File: src/rtl/cmos_pkg.sv
// Shared types and constants for the CMOS sensor configuration path.
package cmos_pkg;

   typedef enum logic [3:0] {
      ST_IDLE,
      ST_PWR,
      ST_FETCH,
      ST_START,
      ST_SHIFT,
      ST_STOP,
      ST_GAP,
      ST_SRST,
      ST_DONE
   } sccb_state_e;

   // One register-table word as delivered by the ROM.
   typedef struct packed {
      logic [7:0] reg_addr;
      logic [7:0] val;
   } sccb_entry_t;

   localparam logic [7:0]  COM7_ADDR      = 8'h12;
   localparam int unsigned SCCB_FRAME_LEN = 27;
   localparam int unsigned SCCB_BIT_W     = 5;
   localparam int unsigned TBL_ADDR_W     = 10;
   localparam logic [7:0]  DEF_DEV_ADDR   = 8'h60;

   // The don't-care 9th bit of each phase sits at frame indices 18, 9 and 0.
   function automatic logic is_ack_bit(input logic [SCCB_BIT_W-1:0] bit_idx);
      return (bit_idx == 5'd18) || (bit_idx == 5'd9) || (bit_idx == 5'd0);
   endfunction

   function automatic logic [SCCB_FRAME_LEN-1:0] build_frame(input logic [7:0] dev,
                                                            input sccb_entry_t ent);
      return {dev, 1'b1, ent.reg_addr, 1'b1, ent.val, 1'b1};
   endfunction

endpackage

File: src/rtl/sccb_quarter_tick.sv
// Quarter-bit strobe generator for the SCCB sequencer; held at zero while
// disabled so every enabled stretch starts on a clean quarter boundary.
module sccb_quarter_tick #(
   parameter int unsigned CLK_DIV = 60
) (
   input  logic clk,
   input  logic rst,
   input  logic en,
   output logic tick_c,
   output logic mid_c
);

   localparam int unsigned CNT_W = (CLK_DIV > 1) ? $clog2(CLK_DIV) : 1;
   localparam logic [CNT_W-1:0] CNT_MAX = CNT_W'(CLK_DIV - 1);
   localparam logic [CNT_W-1:0] CNT_MID = CNT_W'(CLK_DIV / 2);

   logic [CNT_W-1:0] cnt_q;

   assign tick_c = en && (cnt_q == CNT_MAX);
   assign mid_c  = en && (cnt_q == CNT_MID);

   always_ff @(posedge clk) begin
      if (rst || !en) begin
         cnt_q <= '0;
      end else if (tick_c) begin
         cnt_q <= '0;
      end else begin
         cnt_q <= cnt_q + CNT_W'(1);
      end
   end

endmodule

File: src/rtl/sccb_cfg_ctrl.sv
// SCCB register-table sequencer: power-up settle, one 3-phase write per ROM
// entry, COM7 soft-reset settle, completion pulse. NACK checking: SCCB_ACK_CHECK_EN.
module sccb_cfg_ctrl
   import cmos_pkg::*;
#(
   parameter int unsigned CLK_DIV   = 60,
   parameter int unsigned TABLE_LEN = 192,
   parameter logic [7:0]  DEV_ADDR  = DEF_DEV_ADDR,
   parameter int unsigned PWR_WAIT  = 96000
) (
   input  logic                  clk,
   input  logic                  rst,
   input  logic                  start,
   output logic                  busy,
   output logic                  done,
   output logic                  err,
   output logic [TBL_ADDR_W-1:0] tbl_addr,
   input  logic [15:0]           tbl_data,
   output logic                  sio_c,
   output logic                  sio_d_out,
   output logic                  sio_d_oe,
   input  logic                  sio_d_in
);

   localparam int unsigned WAIT_W = $clog2(PWR_WAIT + 1);
   localparam logic [TBL_ADDR_W-1:0] LAST_ADDR = TBL_ADDR_W'(TABLE_LEN - 1);

   sccb_state_e                 state_q, state_d;
   logic [WAIT_W-1:0]           wait_q, wait_d;
   logic [TBL_ADDR_W-1:0]       addr_q, addr_d;
   logic [SCCB_FRAME_LEN-1:0]   frame_q, frame_d;
   logic [1:0]                  qtr_q, qtr_d;
   logic [SCCB_BIT_W-1:0]       bit_q, bit_d;
   logic                        srst_q, srst_d;
   logic                        last_q, last_d;
   logic                        err_q, err_d;
   logic                        busy_q, busy_d;
   logic                        done_q, done_d;
   logic                        sio_c_q, sio_c_d;
   logic                        sio_d_q, sio_d_d;
   logic                        sio_oe_q, sio_oe_d;
   logic                        qen_c, tick_c, mid_c;
   sccb_entry_t                 ent_c;

   assign ent_c = sccb_entry_t'(tbl_data);
   assign qen_c = state_q inside {ST_START, ST_SHIFT, ST_STOP, ST_GAP};

   sccb_quarter_tick #(
      .CLK_DIV (CLK_DIV)
   ) u_tick (
      .clk    (clk),
      .rst    (rst),
      .en     (qen_c),
      .tick_c (tick_c),
      .mid_c  (mid_c)
   );

   always_ff @(posedge clk) begin
      if (rst) begin
         state_q  <= ST_IDLE;
         wait_q   <= '0;
         addr_q   <= '0;
         frame_q  <= '0;
         qtr_q    <= '0;
         bit_q    <= '0;
         srst_q   <= 1'b0;
         last_q   <= 1'b0;
         err_q    <= 1'b0;
         busy_q   <= 1'b0;
         done_q   <= 1'b0;
         sio_c_q  <= 1'b1;
         sio_d_q  <= 1'b1;
         sio_oe_q <= 1'b1;
      end else begin
         state_q  <= state_d;
         wait_q   <= wait_d;
         addr_q   <= addr_d;
         frame_q  <= frame_d;
         qtr_q    <= qtr_d;
         bit_q    <= bit_d;
         srst_q   <= srst_d;
         last_q   <= last_d;
         err_q    <= err_d;
         busy_q   <= busy_d;
         done_q   <= done_d;
         sio_c_q  <= sio_c_d;
         sio_d_q  <= sio_d_d;
         sio_oe_q <= sio_oe_d;
      end
   end

   // Next state. The table index advances on entry to GAP so the synchronous
   // ROM has the whole gap to present the next word before FETCH latches it.
   always_comb begin
      state_d = state_q;
      wait_d  = wait_q;
      addr_d  = addr_q;
      frame_d = frame_q;
      qtr_d   = qtr_q;
      bit_d   = bit_q;
      srst_d  = srst_q;
      last_d  = last_q;
      err_d   = err_q;
      unique case (state_q)
         ST_IDLE: begin
            if (start) begin
               state_d = ST_PWR;
               wait_d  = WAIT_W'(PWR_WAIT);
               addr_d  = '0;
               err_d   = 1'b0;
            end
         end
         ST_PWR, ST_SRST: begin
            if (wait_q == '0) begin
               state_d = (state_q == ST_SRST && last_q) ? ST_DONE : ST_FETCH;
            end else begin
               wait_d = wait_q - WAIT_W'(1);
            end
         end
         ST_FETCH: begin
            frame_d = build_frame(DEV_ADDR, ent_c);
            srst_d  = (ent_c.reg_addr == COM7_ADDR) && ent_c.val[7];
            last_d  = (addr_q == LAST_ADDR);
            qtr_d   = '0;
            state_d = ST_START;
         end
         ST_START: begin
            if (tick_c) begin
               qtr_d = qtr_q + 2'd1;
               if (qtr_q == 2'd1) begin
                  state_d = ST_SHIFT;
                  qtr_d   = '0;
                  bit_d   = SCCB_BIT_W'(SCCB_FRAME_LEN - 1);
               end
            end
         end
         ST_SHIFT: begin
            if (tick_c) begin
               qtr_d = qtr_q + 2'd1;
               if (qtr_q == 2'd3) begin
                  if (bit_q == '0) begin
                     state_d = ST_STOP;
                  end else begin
                     bit_d = bit_q - SCCB_BIT_W'(1);
                  end
               end
            end
         end
         ST_STOP: begin
            if (tick_c) begin
               qtr_d = qtr_q + 2'd1;
               if (qtr_q == 2'd2) begin
                  state_d = ST_GAP;
                  qtr_d   = '0;
                  if (!last_q) begin
                     addr_d = addr_q + TBL_ADDR_W'(1);
                  end
               end
            end
         end
         ST_GAP: begin
            if (tick_c) begin
               qtr_d = qtr_q + 2'd1;
               if (qtr_q == 2'd3) begin
                  if (srst_q) begin
                     state_d = ST_SRST;
                     wait_d  = WAIT_W'(PWR_WAIT - 1);
                  end else if (last_q) begin
                     state_d = ST_DONE;
                  end else begin
                     state_d = ST_FETCH;
                  end
               end
            end
         end
         ST_DONE: begin
            state_d = ST_IDLE;
         end
         default: begin
            state_d = ST_IDLE;
         end
      endcase
`ifdef SCCB_ACK_CHECK_EN
      // Released 9th bit sampled mid-way through the high half of SIO_C.
      if (state_q == ST_SHIFT && qtr_q == 2'd2 && mid_c && is_ack_bit(bit_q) && sio_d_in) begin
         err_d = 1'b1;
      end
`else
      err_d = 1'b0;
`endif
   end

`ifndef SCCB_ACK_CHECK_EN
   logic unused_c;
   assign unused_c = ^{sio_d_in, mid_c, err_q};
`endif

   // Output values for the coming cycle, registered alongside the state.
   always_comb begin
      busy_d   = !(state_d inside {ST_IDLE, ST_DONE});
      done_d   = (state_d == ST_DONE);
      sio_c_d  = 1'b1;
      sio_d_d  = 1'b1;
      sio_oe_d = 1'b1;
      case (state_d)
         ST_START: begin
            sio_d_d = 1'b0;
         end
         ST_SHIFT: begin
            sio_c_d  = qtr_d[1];
            sio_d_d  = frame_d[bit_d];
            sio_oe_d = !is_ack_bit(bit_d);
         end
         ST_STOP: begin
            sio_c_d = (qtr_d != 2'd0);
            sio_d_d = (qtr_d == 2'd2);
         end
         default: begin
            sio_c_d = 1'b1;
         end
      endcase
   end

   assign busy      = busy_q;
   assign done      = done_q;
`ifdef SCCB_ACK_CHECK_EN
   assign err       = err_q;
`else
   assign err       = 1'b0;
`endif
   assign tbl_addr  = addr_q;
   assign sio_c     = sio_c_q;
   assign sio_d_out = sio_d_q;
   assign sio_d_oe  = sio_oe_q;

endmodule

File: config.mk
export PLATFORM = sky130hd
export DESIGN_NAME = sccb_cfg_ctrl
export DESIGN_NICKNAME = d
export VERILOG_FILES = /design/src/rtl/cmos_pkg.sv /design/src/rtl/sccb_quarter_tick.sv /design/src/rtl/sccb_cfg_ctrl.sv
export SDC_FILE = /design/constraint.sdc
export NUM_CORES = 1
export LEC_CHECK = 0
export BUFFER_PORTS_ARGS = -buffer_cell sky130_fd_sc_hd__buf_2
export CORE_UTILIZATION = 45
export DETAILED_ROUTE_END_ITERATION = 7
export MAX_ROUTING_LAYER = met4
export PLACE_DENSITY = 0.65
export SKIP_CTS_REPAIR_TIMING = 1
export SLEW_MARGIN = 10
export SYNTH_ARGS = -nofsm -noshare
export SYNTH_HDL_FRONTEND = slang
export SYNTH_HIERARCHICAL = 1
export SYNTH_SLANG_ARGS = --single-unit
File: constraint.sdc
create_clock -name clk -period 3.4 [get_ports clk]
set_clock_uncertainty 0.05 [all_clocks]
set_input_delay 0.51 -clock clk [delete_from_list [all_inputs] [get_ports clk]]
set_output_delay 0.51 -clock clk [all_outputs]
set_load 0.1 [all_outputs]
After elaboration in Yosys (flattened, before gate mapping)
Index checks and enable logic that the tools add are counted.
{"block": "classes", "add_sub_neg": 5, "magnitude_cmp": 1, "eq_ne": 28, "mux": 43, "bitwise": 1, "n_reduce_logical": 25}
{"operator": "2-to-1 mux 17 bit", "n": 5}
{"operator": "2-to-1 mux 4 bit", "n": 14}
{"operator": "case mux 17 bit (3 select lines)", "n": 1}
{"operator": "2-to-1 mux 10 bit", "n": 4}
{"operator": "case mux 4 bit (7 select lines)", "n": 1}
{"operator": "2-to-1 mux 27 bit", "n": 1}
{"operator": "2-to-1 mux 5 bit", "n": 5}
{"operator": "equality test 4 x 3 -> 1 bit, second input constant", "n": 6}
{"operator": "case mux 10 bit (2 select lines)", "n": 1}
{"operator": "zero test 17 bit", "n": 1}
{"operator": "subtractor 17 x 1 -> 17 bit, second input constant", "n": 1}
{"operator": "equality test 4 x 2 -> 1 bit, second input constant", "n": 3}
{"operator": "!= test 2 bit, second input constant", "n": 6}
{"operator": "adder 10 x 1 -> 10 bit, second input constant", "n": 1}
{"operator": "equality test 10 x 8 -> 1 bit, second input constant", "n": 1}
{"operator": "zero test 5 bit", "n": 2}
{"operator": "2-to-1 mux 2 bit", "n": 5}
{"operator": "case mux 5 bit (2 select lines)", "n": 1}
{"operator": "equality test 8 x 5 -> 1 bit, second input constant", "n": 1}
{"operator": "zero test 4 bit", "n": 2}
{"operator": "case mux 2 bit (4 select lines)", "n": 1}
{"operator": "OR reduction 2 bit", "n": 4}
{"operator": "adder 6 x 1 -> 6 bit, second input constant", "n": 1}
{"operator": "equality test 2 bit, second input constant", "n": 3}
{"operator": "other kinds (23)", "n": 32}
{"block": "totals", "regBits": 78, "output_inout_bits": 16}

Depth between registers and ports, before layout
Gate-level depths: netlist of the first run.
{"block": "depth", "ltp_word": 9, "mapped_depth": 16, "depth_no_buf": 12}

By module
The synthesis of the first run kept the hierarchy.
{"mod": "sccb_cfg_ctrl", "n_inst": 1, "cells_each": 517, "area_each_um2": 4063.9, "seq_area_each_um2": 1441.4}
{"mod": "sccb_quarter_tick", "n_inst": 1, "cells_each": 30, "area_each_um2": 275.3, "seq_area_each_um2": 120.1}

Worst setup path before layout of the first run
Ideal clock, no wire load.
{"block": "synth_timing", "path_kind": "register -> register", "from": "register state_q[1]", "to": "register sio_d_q, in the netlist sio_d_out", "arrival_time_ns": 3.406, "slack_ns": -0.184, "stages_incl_launch_ff": 15, "period_less_slack_ns": 3.584, "cell_sequence": "dfxtp_1 -> clkbuf_1 -> and2_1 -> mux2i_1 -> nand3_1 -> nor2_1 -> clkbuf_1 -> or4bb_1 -> o31ai_2 -> o211ai_2 -> a311o_1 -> o21ai_0 -> a211oi_2 -> o311ai_1 -> o21ai_1"}
{"block": "synth_via", "elab_chain_cells": 8, "elab_cells_between_ends": 41, "classes_between": "11 x eq/ne; 24 x mux; 6 x reduce/logical"}
{"item": "from (decl)", "line": "sccb_cfg_ctrl.sv:28", "text": "sccb_state_e state_q, state_d;"}
{"item": "from (signal assigned)", "line": "sccb_cfg_ctrl.sv:75", "text": "state_q <= state_d;"}
{"item": "equality test 4 x 2 -> 1 bit / equality test 4 x 3 -> 1 bit (equally long branches)", "line": "sccb_cfg_ctrl.sv:46", "text": "assign qen_c = state_q inside {ST_START, ST_SHIFT, ST_STOP, ST_GAP};"}
{"item": "nonzero test 4 bit *", "line": "sccb_cfg_ctrl.sv:46"}
{"item": "named net qen_c", "line": "sccb_cfg_ctrl.sv:42", "text": "logic qen_c, tick_c, mid_c;"}
{"item": "logical AND 1 bit *", "line": "sccb_quarter_tick.sv:19", "text": "assign tick_c = en && (cnt_q == CNT_MAX);"}
{"item": "named net tick_c", "line": "sccb_cfg_ctrl.sv:42"}
{"item": "2-to-1 mux 5 bit (on tied branches)", "line": "sccb_cfg_ctrl.sv:138, sccb_cfg_ctrl.sv:128"}
{"item": "case mux 5 bit (2 select lines)", "line": "sccb_cfg_ctrl.sv:104", "text": "unique case (state_q)"}
{"item": "binary-select mux 1 bit (select 5 bit)", "line": "sccb_cfg_ctrl.sv:211", "text": "sio_d_d = frame_d[bit_d];"}
{"item": "2-to-1 mux 1 bit (not written as such)", "line": "sccb_cfg_ctrl.sv:211"}
{"item": "case mux 1 bit (3 select lines) *", "line": "sccb_cfg_ctrl.sv:205", "text": "case (state_d)"}
{"item": "to (signal assigned)", "line": "sccb_cfg_ctrl.sv:87", "text": "sio_d_q <= sio_d_d;"}
{"item": "to (decl)", "line": "sccb_cfg_ctrl.sv:40", "text": "logic sio_d_q, sio_d_d;"}
Mark *: on every way through the listed nets, which the timed path passes. The rest lies on a longest branch. The select of a mux whose other input is x is not followed.
A chain may end at the register's enable or synchronous reset.

Final worst setup path of the first run
{"block": "layout_timing", "from": "register state_q[0]", "to": "register sio_d_q, in the netlist sio_d_out"}
The elaborated chain is that of the path after synthesis.

==> results.ini, run 1 <==
[sta]
slew_headroom_pct=43.3
layout_worst_path_cycle_share_pct=92.1
slew_of_the_pin_with_the_lowest_slew_margin_ps=851
final_worst_path_period_need_ps=3130
layout_setup_ws_ps=269
fin_setup_tns_ps=0
hold_violations=0
fmax_ghz=0.319
maxSlewViolCount=0
hold_slack_ps=342
setup_repair_after_global_routing_missed_its_margin=false
setup_violators_final=0

[floorplan]
rows=35
placeableCoreArea_um2=9280
io_pins=36
dieWidth_um=100
fp.dieArea_um2=10000
initial_standard_cell_utilization_of_the_core_pct=46.6
height_of_the_chip_um=100

[clock_tree]
cts_made_buffers=9
clkSlewWorstSetupHoldPaths_ps=90
longest_clk_path_bufs=2
cell_chosen_for_the_clock_root=clkbuf_8
clock_insertion_delay_worst_skew_ps=370
tritoncts=yes
numClockSinks=78
cts_max_level=3

[synthesis]
synthesis.area_per_instance_um2=7.95
mappedNetlistArea_um2=4330
yosysWarnings=6
syn_nets=577
synthCells=545

[drt]
viasPerCell=5.64
routed_wire_length_per_instance_um=14.4
detailed_routing_iterations_pass_1=4
vias=4013
wire_length_after_detailed_routing_um=10200
drt.antenna.violating_nets=0
drt_drc_violations_left=0
drt_iter0_drc=273

[global_routing]
total_global_routing_overflow=0
maximum_number_of_pins_on_one_net_before_global_route_repair=47
vias_in_the_first_global_route=3564
first_pass_grt_wire_length_um=17300
grt_antenna_before_repair=0
track_usage_pct=22.0

[worst_setup_path]
worstReg2RegEnd=sio_d_out$_SDFF_PP1_
crit_required_ps=3600
reg2regPathDepth=12
worst_path_most_repeated_cell=o21ai_1
worst_setup_path_startpoint=state_q[0]$_SDFF_PP0_
worst_path_max_delay_cell=or4bb_1
critical_path.max_fanout=5
cp_top_family=compound AO/OA/AOI/OAI gates
crit_path_cell_trace=and2_2 > mux2i_4 > nand3_2 > nor2_4 > or4bb_1 > o31ai_2 > o211ai_2 > a311o_1 > o21ai_1 > a211oi_2 > o311ai_1 > o21ai_1
critPathLaunchType=register
critical_path.endpoint_type=register
critical_path_data_arrival_time_ps=3340
regToRegSetupSlack_ps=270
critical_path.max_stage_delay_ps=450
worstSetupPathDepth=12
timing.rr.start=state_q[0]$_SDFF_PP0_
crit_type=reg2reg
worst-path-buf-inv=0
worstSetupEndpoint=sio_d_out$_SDFF_PP1_

[power_and_ir_drop]
power_density_nw_per_um2=425
clock_power_share_pct=36.0
combinationalPowerShare_pct=16.4
p_leak_nw=1.77
worst_ir_drop_vdd_v=0.000222
overall_power_after_layout_mw=2.09
sw_frac_of_total_pct=31.3
switchingPower_uw=654
cellInternalPower_mw=1.44
power.share.sequential_pct=47.5

[final_layout]
postLayoutCellArea_um2=4930
area_delta_synth_final_pct=13.8
n_antenna_cell=0
num-nets-final=609
drive_gt1_share_pct=16.5

[outcome]
outcome=completed

[flow_run]
timing.max_cap.violations=0

[place]
port_buffers=33
hpwl_um=7150
place_area_um2=4680
post_placement_setup_slack_ps=-86.3
placer_congestion_estimate=0.857

[worst_hold_path]
hold_class=in2reg

[power by group through the flow]
stage               logic, mW  registers, mW  clock network, mW
floorplan               0.259           1.02                  0
global placement        0.335           1.01                  0
detailed placement      0.341           1.01                  0
CTS                     0.343          0.994              0.776
global route            0.385           1.00              0.808
finish                  0.344          0.994              0.753
[cell usage in the layout (no fill, tap or decap), types with 3 or more instances in the layout]
master and n:
dfxtp_1 78, nand2_1 64, a21oi_1 55, nor2_1 49, buf_2 33, o21ai_0 23, buf_4 23, inv_1 19
nand3_1 18, nand2b_1 15, nor3_1 14, ha_1 12, a211oi_1 10, xor2_1 9, clkbuf_8 9, and2_1 8
nor2b_1 8, a311oi_1 7, nand4_1 6, or3_1 6, nor4_1 5, nor4b_1 5, o211ai_1 5, and3_1 5
xnor2_1 4, a31oi_1 4, o31ai_1 4, nand3b_1 3, a32oi_1 3, nand3_2 3, and4_1 3, a311o_1 3
o21ai_1 3, inv_6 3
[area by class of cell]
| type | instances | area (µm²) |
|---|---|---|
| sequential | 78 | 1560 |
| fill | 877 | 4360 |
| inverter | 19 | 71.3 |
| timing repair buffer | 56 | 338 |
| tap | 129 | 161 |
| clock buffer | 9 | 124 |
| clock inverter | 7 | 87.6 |
| multi-input combinational | 413 | 2580 |
[state kept, by name (all words and copies together) (netlist names)]
| name | cells |
|---|---|
| sio_d_out | 1 |
| frame_q | 27 |
| busy | 1 |
| bit_q | 5 |
| sio_c | 1 |
| wait_q | 17 |
| sio_d_oe | 1 |
| tbl_addr | 10 |
| srst_q | 1 |
| qtr_q | 2 |
| state_q | 4 |
| u_tick/cnt_q | 6 |
| done | 1 |
| last_q | 1 |
[worst min path at each step]
| stage | start | endpoint | depth (start not counted) |
|---|---|---|---|
| 2_1_floorplan | frame_q[26]$_SDFF_PP0_ | frame_q[26]$_SDFF_PP0_ | 1 |
| 3_3_place_gp | frame_q[26]$_SDFF_PP0_ | frame_q[26]$_SDFF_PP0_ | 1 |
| 3_5_place_dp | frame_q[26]$_SDFF_PP0_ | frame_q[26]$_SDFF_PP0_ | 1 |
| 4_1_cts | tbl_data[5] | frame_q[6]$_SDFF_PP0_ | 3 |
| 5_1_grt | tbl_data[3] | frame_q[4]$_SDFF_PP0_ | 3 |
| 6_report | tbl_data[1] | frame_q[2]$_SDFF_PP0_ | 3 |
[layer usage]
| layer | track usage (%) | part of all wire [%] |
|---|---|---|
| met3 | 3.48 | 4.5 |
| met4 | 7.58 | 1.5 |
| met5 | - | 0 |
| met2 | 32.1 | 44 |
| met1 | 30.9 | 50 |
[worst min-delay path: cells and delay by family]
kind            cells  cell delay [ps]
compound gates      1               50
simple gates        1               50
buf+inv             1              110
[per-stage QoR]
step | cells | util [%]
3_5_place_dp | 695 | 50.4
6_report | 711 | 53.1
4_1_cts | 711 | 52.7
5_1_grt | 711 | 53.1
3_3_place_gp | 695 | 50.4
2_1_floorplan | 545 | -
Note: power is estimated with default switching activity, not from simulation.
==> run 2: changes to the inputs <==
Settings changed: GPL_ROUTABILITY_DRIVEN set to 0, PLACE_DENSITY 0.65 to not set.
Clock period 3.4 ns to 4.1 ns, I/O delays scaled along.
==> results.ini, run 2 (synthesized netlist as in run 1, its figures left out) <==
[outcome]
outcome=completed  ; unchanged

[sta]
hold_violations=0  ; unchanged
final_worst_path_period_need_ps=3760  ; was 3130 ps
fin_setup_tns_ps=0  ; unchanged
setup_repair_after_global_routing_missed_its_margin=false  ; unchanged
fmax_ghz=0.266  ; was 0.319 GHz
layout_worst_path_cycle_share_pct=91.6  ; was 92.1%
setup_violators_final=0  ; unchanged
slew_headroom_pct=33.7  ; was 43.3%
slew_of_the_pin_with_the_lowest_slew_margin_ps=993  ; was 851 ps
maxSlewViolCount=0  ; unchanged

[drt]
drt.antenna.violating_nets=0  ; unchanged
dr.max_layer_used=met4  ; unchanged
met2_wirelength_um=4810  ; was 4530 µm
viasPerCell=5.75  ; was 5.64
drt_drc_violations_left=0  ; unchanged
m1WireLength_um=5150  ; was 5070 µm
detailed_routing_iterations_pass_1=5  ; was 4
wire_length_after_detailed_routing_um=10600  ; was 10200 µm
vias=4033  ; was 4013
drt_iter0_drc=201  ; was 273
routed_wire_length_per_instance_um=15.1  ; was 14.4 µm
met3_wirelength_um=467  ; was 457 µm

[clock_tree]
cts_made_buffers=9  ; unchanged
cell_chosen_for_the_clock_root=clkbuf_8  ; unchanged
cts_max_level=3  ; unchanged
clock_insertion_delay_worst_skew_ps=350  ; was 370 ps
longest_clk_path_bufs=2  ; unchanged
clkSlewWorstSetupHoldPaths_ps=80  ; was 90 ps
numClockSinks=78  ; unchanged
tritoncts=yes  ; unchanged

[global_routing]
grt_antenna_before_repair=0  ; unchanged
total_global_routing_overflow=0  ; unchanged
maximum_number_of_pins_on_one_net_before_global_route_repair=47  ; unchanged
vias_in_the_first_global_route=3625  ; was 3564
track_usage_pct=22.9  ; was 22.0%
first_pass_grt_wire_length_um=17900  ; was 17300 µm

[worst_setup_path]
critical_path.endpoint_type=register  ; unchanged
crit_type=reg2reg  ; unchanged
critical_path.max_stage_delay_ps=650  ; was 450 ps
crit_path_cell_trace=nand2b_1 > mux2i_1 > nand3_1 > nor2_1 > or4bb_1 > o31ai_2 > o211ai_2 > a311o_1 > o21ai_0 > a211oi_2 > o311ai_1 > o21ai_1  ; was and2_2 > mux2i_4 > nand3_2 > nor2_4 > or4bb_1 > o31ai_2 > o211ai_2 > a311o_1 > o21ai_1 > a211oi_2 > o311ai_1 > o21ai_1
critical_path.max_fanout=14  ; was 5
worst-path-buf-inv=0  ; unchanged
worst_path_max_delay_cell=dfxtp_1  ; was or4bb_1
critPathLaunchType=register  ; unchanged
cp_top_family=compound AO/OA/AOI/OAI gates  ; unchanged
crit_required_ps=4290  ; was 3600 ps
critical_path_data_arrival_time_ps=3940  ; was 3340 ps

[floorplan]
io_pins=36  ; unchanged
height_of_the_chip_um=100  ; unchanged
placeableCoreArea_um2=9280  ; unchanged
dieWidth_um=100  ; unchanged
fp.dieArea_um2=10000  ; unchanged
rows=35  ; unchanged
initial_standard_cell_utilization_of_the_core_pct=46.6  ; unchanged

[power_and_ir_drop]
power_density_nw_per_um2=354  ; was 425 nW/µm²
worst_ir_drop_vdd_v=0.000179  ; was 0.000222 V
p_leak_nw=1.71  ; was 1.77 nW
overall_power_after_layout_mw=1.70  ; was 2.09 mW

[flow_run]
timing.max_cap.violations=0  ; unchanged

[final_layout]
largest-register=frame_q  ; unchanged
n_antenna_cell=0  ; unchanged
layout.cells.most_common_list=dfxtp_1, nand2_1, a21oi_1  ; unchanged
largest_register_ffs=27  ; unchanged
multiInputGateArea_um2=2550  ; was 2580 µm²
sequential_cell_area_um2=1560  ; unchanged
drive_gt1_share_pct=14.2  ; was 16.5%
num-nets-final=599  ; was 609
area_delta_synth_final_pct=10.9  ; was 13.8%
final_common_cell=dfxtp_1  ; unchanged
fillCellCount=941  ; was 877

[place]
port_buffers=33  ; unchanged
hpwl_um=7190  ; was 7150 µm

[worst_hold_path]
hold_class=reg2reg  ; was in2reg

==> run 2: cell types whose count changed in the layout (fill, tap and decap cells not counted), moves of 2 or more <==
| cell | change |
|---|---|
| and2_1 | +2 |
| and2_2 | -2 |
| buf_4 | -10 |
| clkinv_2 | +2 |
| clkinvlp_4 | +2 |
| inv_8 | -2 |
==> run 2: worst min-delay path: cells and delay by family (launching register included) <==
| family | cells | cell delay [ps] |
|---|---|---|
| AOI/OAI and AO/OA | 1 | 50 |
| DFF | 1 | 300 |
| and+or+nand+nor | 1 | 60 |
==> run 2: cell type report <==
class | instances | area share, %
Multi-Input combinational cell | 413 | 53.1
Sequential cell | 78 | 32.5
Timing Repair Buffer | 46 | 5.47
Tap cell | 129 | 3.36
Clock buffer | 9 | 2.58
Clock inverter | 7 | 1.51
Inverter | 19 | 1.49
==> run 2: path summary, 6_finish.rpt <==
check	startpoint	endpoint	slack, ps	cells after the start
worst max-delay path	state_q[2]$_SDFF_PP0_	sio_d_out$_SDFF_PP1_	340	12
worst min-delay path	frame_q[4]$_SDFF_PP0_	frame_q[4]$_SDFF_PP0_	410	2
worst max register to register	state_q[2]$_SDFF_PP0_	sio_d_out$_SDFF_PP1_	340	12
worst min register to register	frame_q[4]$_SDFF_PP0_	frame_q[4]$_SDFF_PP0_	410	2
==> run 2: stage by stage <==
stage	setup WS [ps]	instances	util [%]	hold slack (ps)	area [µm²]
2_1_floorplan	541	545	-	371	4330
3_3_place_gp	437	685	49.6	389	4600
3_5_place_dp	356	685	49.6	394	4600
4_1_cts	350	701	51.7	411	4800
5_1_grt	67.2	701	51.7	448	4800
6_report	343	701	51.7	408	4800
==> run 2: layer usage <==
metal	GRT usage, %	up-vias
li1	-	2004
met1	31.8	1910
met2	33.7	105
met3	3.97	14
met4	7.36	0
met5	-	-
==> run 2: power by group <==
group          total, mW  switching [mW]  internal (mW)
logic              0.285           0.184          0.101
clock network      0.587           0.303          0.283
registers          0.825          0.0338          0.791
total               1.70           0.521           1.18
==> run 3: changes to the inputs <==
Settings changed: CORE_UTILIZATION 45 to 65, CTS_BUF_LIST set to sky130_fd_sc_hd__clkbuf_4 sky130_fd_sc_hd__clkbuf_8, PLACE_DENSITY set to 0.86, SLEW_MARGIN 10 to 20.
==> results.ini, run 3 (synthesized netlist as in run 1, its figures left out) <==
[floorplan]
initial_standard_cell_utilization_of_the_core_pct=67.8  ; was 46.6%
rows=29  ; was 35
placeableCoreArea_um2=6390  ; was 9280 µm²
fp.dieArea_um2=6990  ; was 10000 µm²
dieWidth_um=83.6  ; was 100 µm
height_of_the_chip_um=83.6  ; was 100 µm
io_pins=36  ; unchanged

[sta]
setup_violators_final=0  ; unchanged
fin_setup_tns_ps=0  ; unchanged
fmax_ghz=0.264  ; was 0.266 GHz
setup_repair_after_global_routing_missed_its_margin=false  ; unchanged
hold_violations=0  ; unchanged
layout_setup_ws_ps=316  ; was 343 ps
maxSlewViolCount=0  ; unchanged
slew_headroom_pct=35.0  ; was 33.7%
layout_worst_path_cycle_share_pct=92.3  ; was 91.6%
final_worst_path_period_need_ps=3780  ; was 3760 ps
slew_of_the_pin_with_the_lowest_slew_margin_ps=973  ; was 993 ps

[place]
port_buffers=33  ; unchanged
hpwl_um=6760  ; was 7190 µm
post_placement_setup_slack_ps=322  ; was 356 ps

[drt]
drt.antenna.violating_nets=0  ; unchanged
drt_iter0_drc=424  ; was 201
routed_wire_length_per_instance_um=15.4  ; was 15.1 µm
viasPerCell=6.33  ; was 5.75
drt_drc_violations_left=0  ; unchanged
detailed_routing_iterations_pass_1=5  ; unchanged
wire_length_after_detailed_routing_um=9890  ; was 10600 µm
vias=4061  ; was 4033

[clock_tree]
clkSlewWorstSetupHoldPaths_ps=80  ; about the same
cts_max_level=3  ; unchanged
longest_clk_path_bufs=2  ; unchanged
cts_made_buffers=9  ; unchanged
cell_chosen_for_the_clock_root=clkbuf_8  ; unchanged
numClockSinks=78  ; unchanged
tritoncts=yes  ; unchanged
clock_insertion_delay_worst_skew_ps=350  ; about the same

[global_routing]
maximum_number_of_pins_on_one_net_before_global_route_repair=42  ; was 47
total_global_routing_overflow=0  ; unchanged
grt_antenna_before_repair=0  ; unchanged
track_usage_pct=30.4  ; was 22.9%
vias_in_the_first_global_route=3759  ; was 3625
first_pass_grt_wire_length_um=17100  ; was 17900 µm

[power_and_ir_drop]
power.share.sequential_pct=46.8  ; was 48.6%
sw_frac_of_total_pct=28.8  ; was 30.7%
cellInternalPower_mw=1.26  ; was 1.18 mW
p_leak_nw=1.69  ; was 1.71 nW
worst_ir_drop_vdd_v=0.000301  ; was 0.000179 V
power_density_nw_per_um2=372  ; was 354 nW/µm²
combinationalPowerShare_pct=16.0  ; was 16.8%
switchingPower_uw=507  ; was 521 µW
clock_power_share_pct=37.2  ; was 34.6%

[final_layout]
largest-register=frame_q  ; unchanged
final_common_cell=dfxtp_1  ; unchanged
layout.cells.most_common_list=dfxtp_1, nand2_1, a21oi_1  ; unchanged
drive_gt1_share_pct=13.8  ; was 14.2%
num-nets-final=592  ; was 599
n_antenna_cell=0  ; unchanged
area_delta_synth_final_pct=9.39  ; was 10.9%
largest_register_ffs=27  ; unchanged

[worst_setup_path]
critical_path_data_arrival_time_ps=3970  ; was 3940 ps
critical_path.endpoint_type=register  ; unchanged
timing.rr.start=state_q[3]$_SDFF_PP0_  ; was state_q[2]$_SDFF_PP0_
crit_required_ps=4280  ; was 4290 ps
reg2regPathDepth=12  ; unchanged
regToRegSetupSlack_ps=320  ; was 340 ps
crit_type=reg2reg  ; unchanged
worstReg2RegEnd=sio_d_out$_SDFF_PP1_  ; unchanged
critical_path.max_fanout=12  ; was 14
critPathLaunchType=register  ; unchanged

[worst_hold_path]
timing.hold.worst_endpoint=frame_q[11]$_SDFF_PP0_  ; was frame_q[4]$_SDFF_PP0_
worstHoldStart=frame_q[11]$_SDFF_PP0_  ; was frame_q[4]$_SDFF_PP0_
hold_class=reg2reg  ; unchanged
worst_hold_path.num_cells=2  ; unchanged

[flow_run]
timing.max_cap.violations=0  ; unchanged

[outcome]
outcome=completed  ; unchanged

-- run 3: changes by cell type in the layout (fill, tap and decap cells not counted), sizes merged --
cell	change
buf	-7
bufinv	+1
clkbuf	+1
clkinvlp	-1
inv	-1
-- run 3: per-layer routing --
layer  up-vias  global-route usage, %  part of all wire (%)
met3        22                   3.46                   6.0
met1      1900                   39.9                    45
met2       155                   47.7                    47
met4         0                   12.9                   1.7
li1       1984                      -                     -
met5         -                      -                     0
-- run 3: area by class of cell --
type                       instances  area (µm²)
sequential                        78        1560
clock inverter                     6        93.8
timing repair buffer              39         210
tap                               77        96.3
inverter                          19        71.3
fill                             483        1650
clock buffer                      10         138
multi-input combinational        413        2560
-- run 3: how the worst max path moves through the flow --
stage,from,end,slack (ps),cells after the start
floorplan,state_q[1]$_SDFF_PP0_,sio_d_out$_SDFF_PP1_,540,14
finish,state_q[3]$_SDFF_PP0_,sio_d_out$_SDFF_PP1_,320,12
CTS,state_q[2]$_SDFF_PP0_,sio_d_out$_SDFF_PP1_,280,12
detailed placement,state_q[2]$_SDFF_PP0_,sio_d_out$_SDFF_PP1_,320,12
global placement,state_q[2]$_SDFF_PP0_,sio_d_out$_SDFF_PP1_,420,12
global route,state_q[3]$_SDFF_PP0_,sio_d_out$_SDFF_PP1_,110,12
-- run 3: stage by stage --
step	utilization [%]	area, µm²	std cells	power [mW]	hold WS [ps]
2_1_floorplan	-	4330	545	1.06	371
3_3_place_gp	70.3	4490	626	1.11	387
3_5_place_dp	70.3	4490	626	1.12	398
4_1_cts	73.9	4720	642	1.77	417
5_1_grt	74.2	4740	642	1.84	428
6_report	74.2	4740	642	1.76	415
-- run 3: critical path, cell delays in order (launching register included) --
cell and delay, ps:
dfxtp_1 470, or2_1 360, mux2i_1 310, nand3_1 160, nor2_1 270, or4bb_1 480
o31ai_2 280, o211ai_4 210, a311o_1 390, o21ai_0 220, a211oi_2 70, o311ai_1 300
o21ai_1 80
-- run 3: power by group through the flow --
stage               logic, mW  registers [mW]  clock network, mW
CTS                     0.280           0.824              0.664
finish                  0.282           0.825              0.656
detailed placement      0.279           0.841                  0
floorplan               0.215           0.843                  0
global route            0.315           0.831              0.698
global placement        0.270           0.839                  0
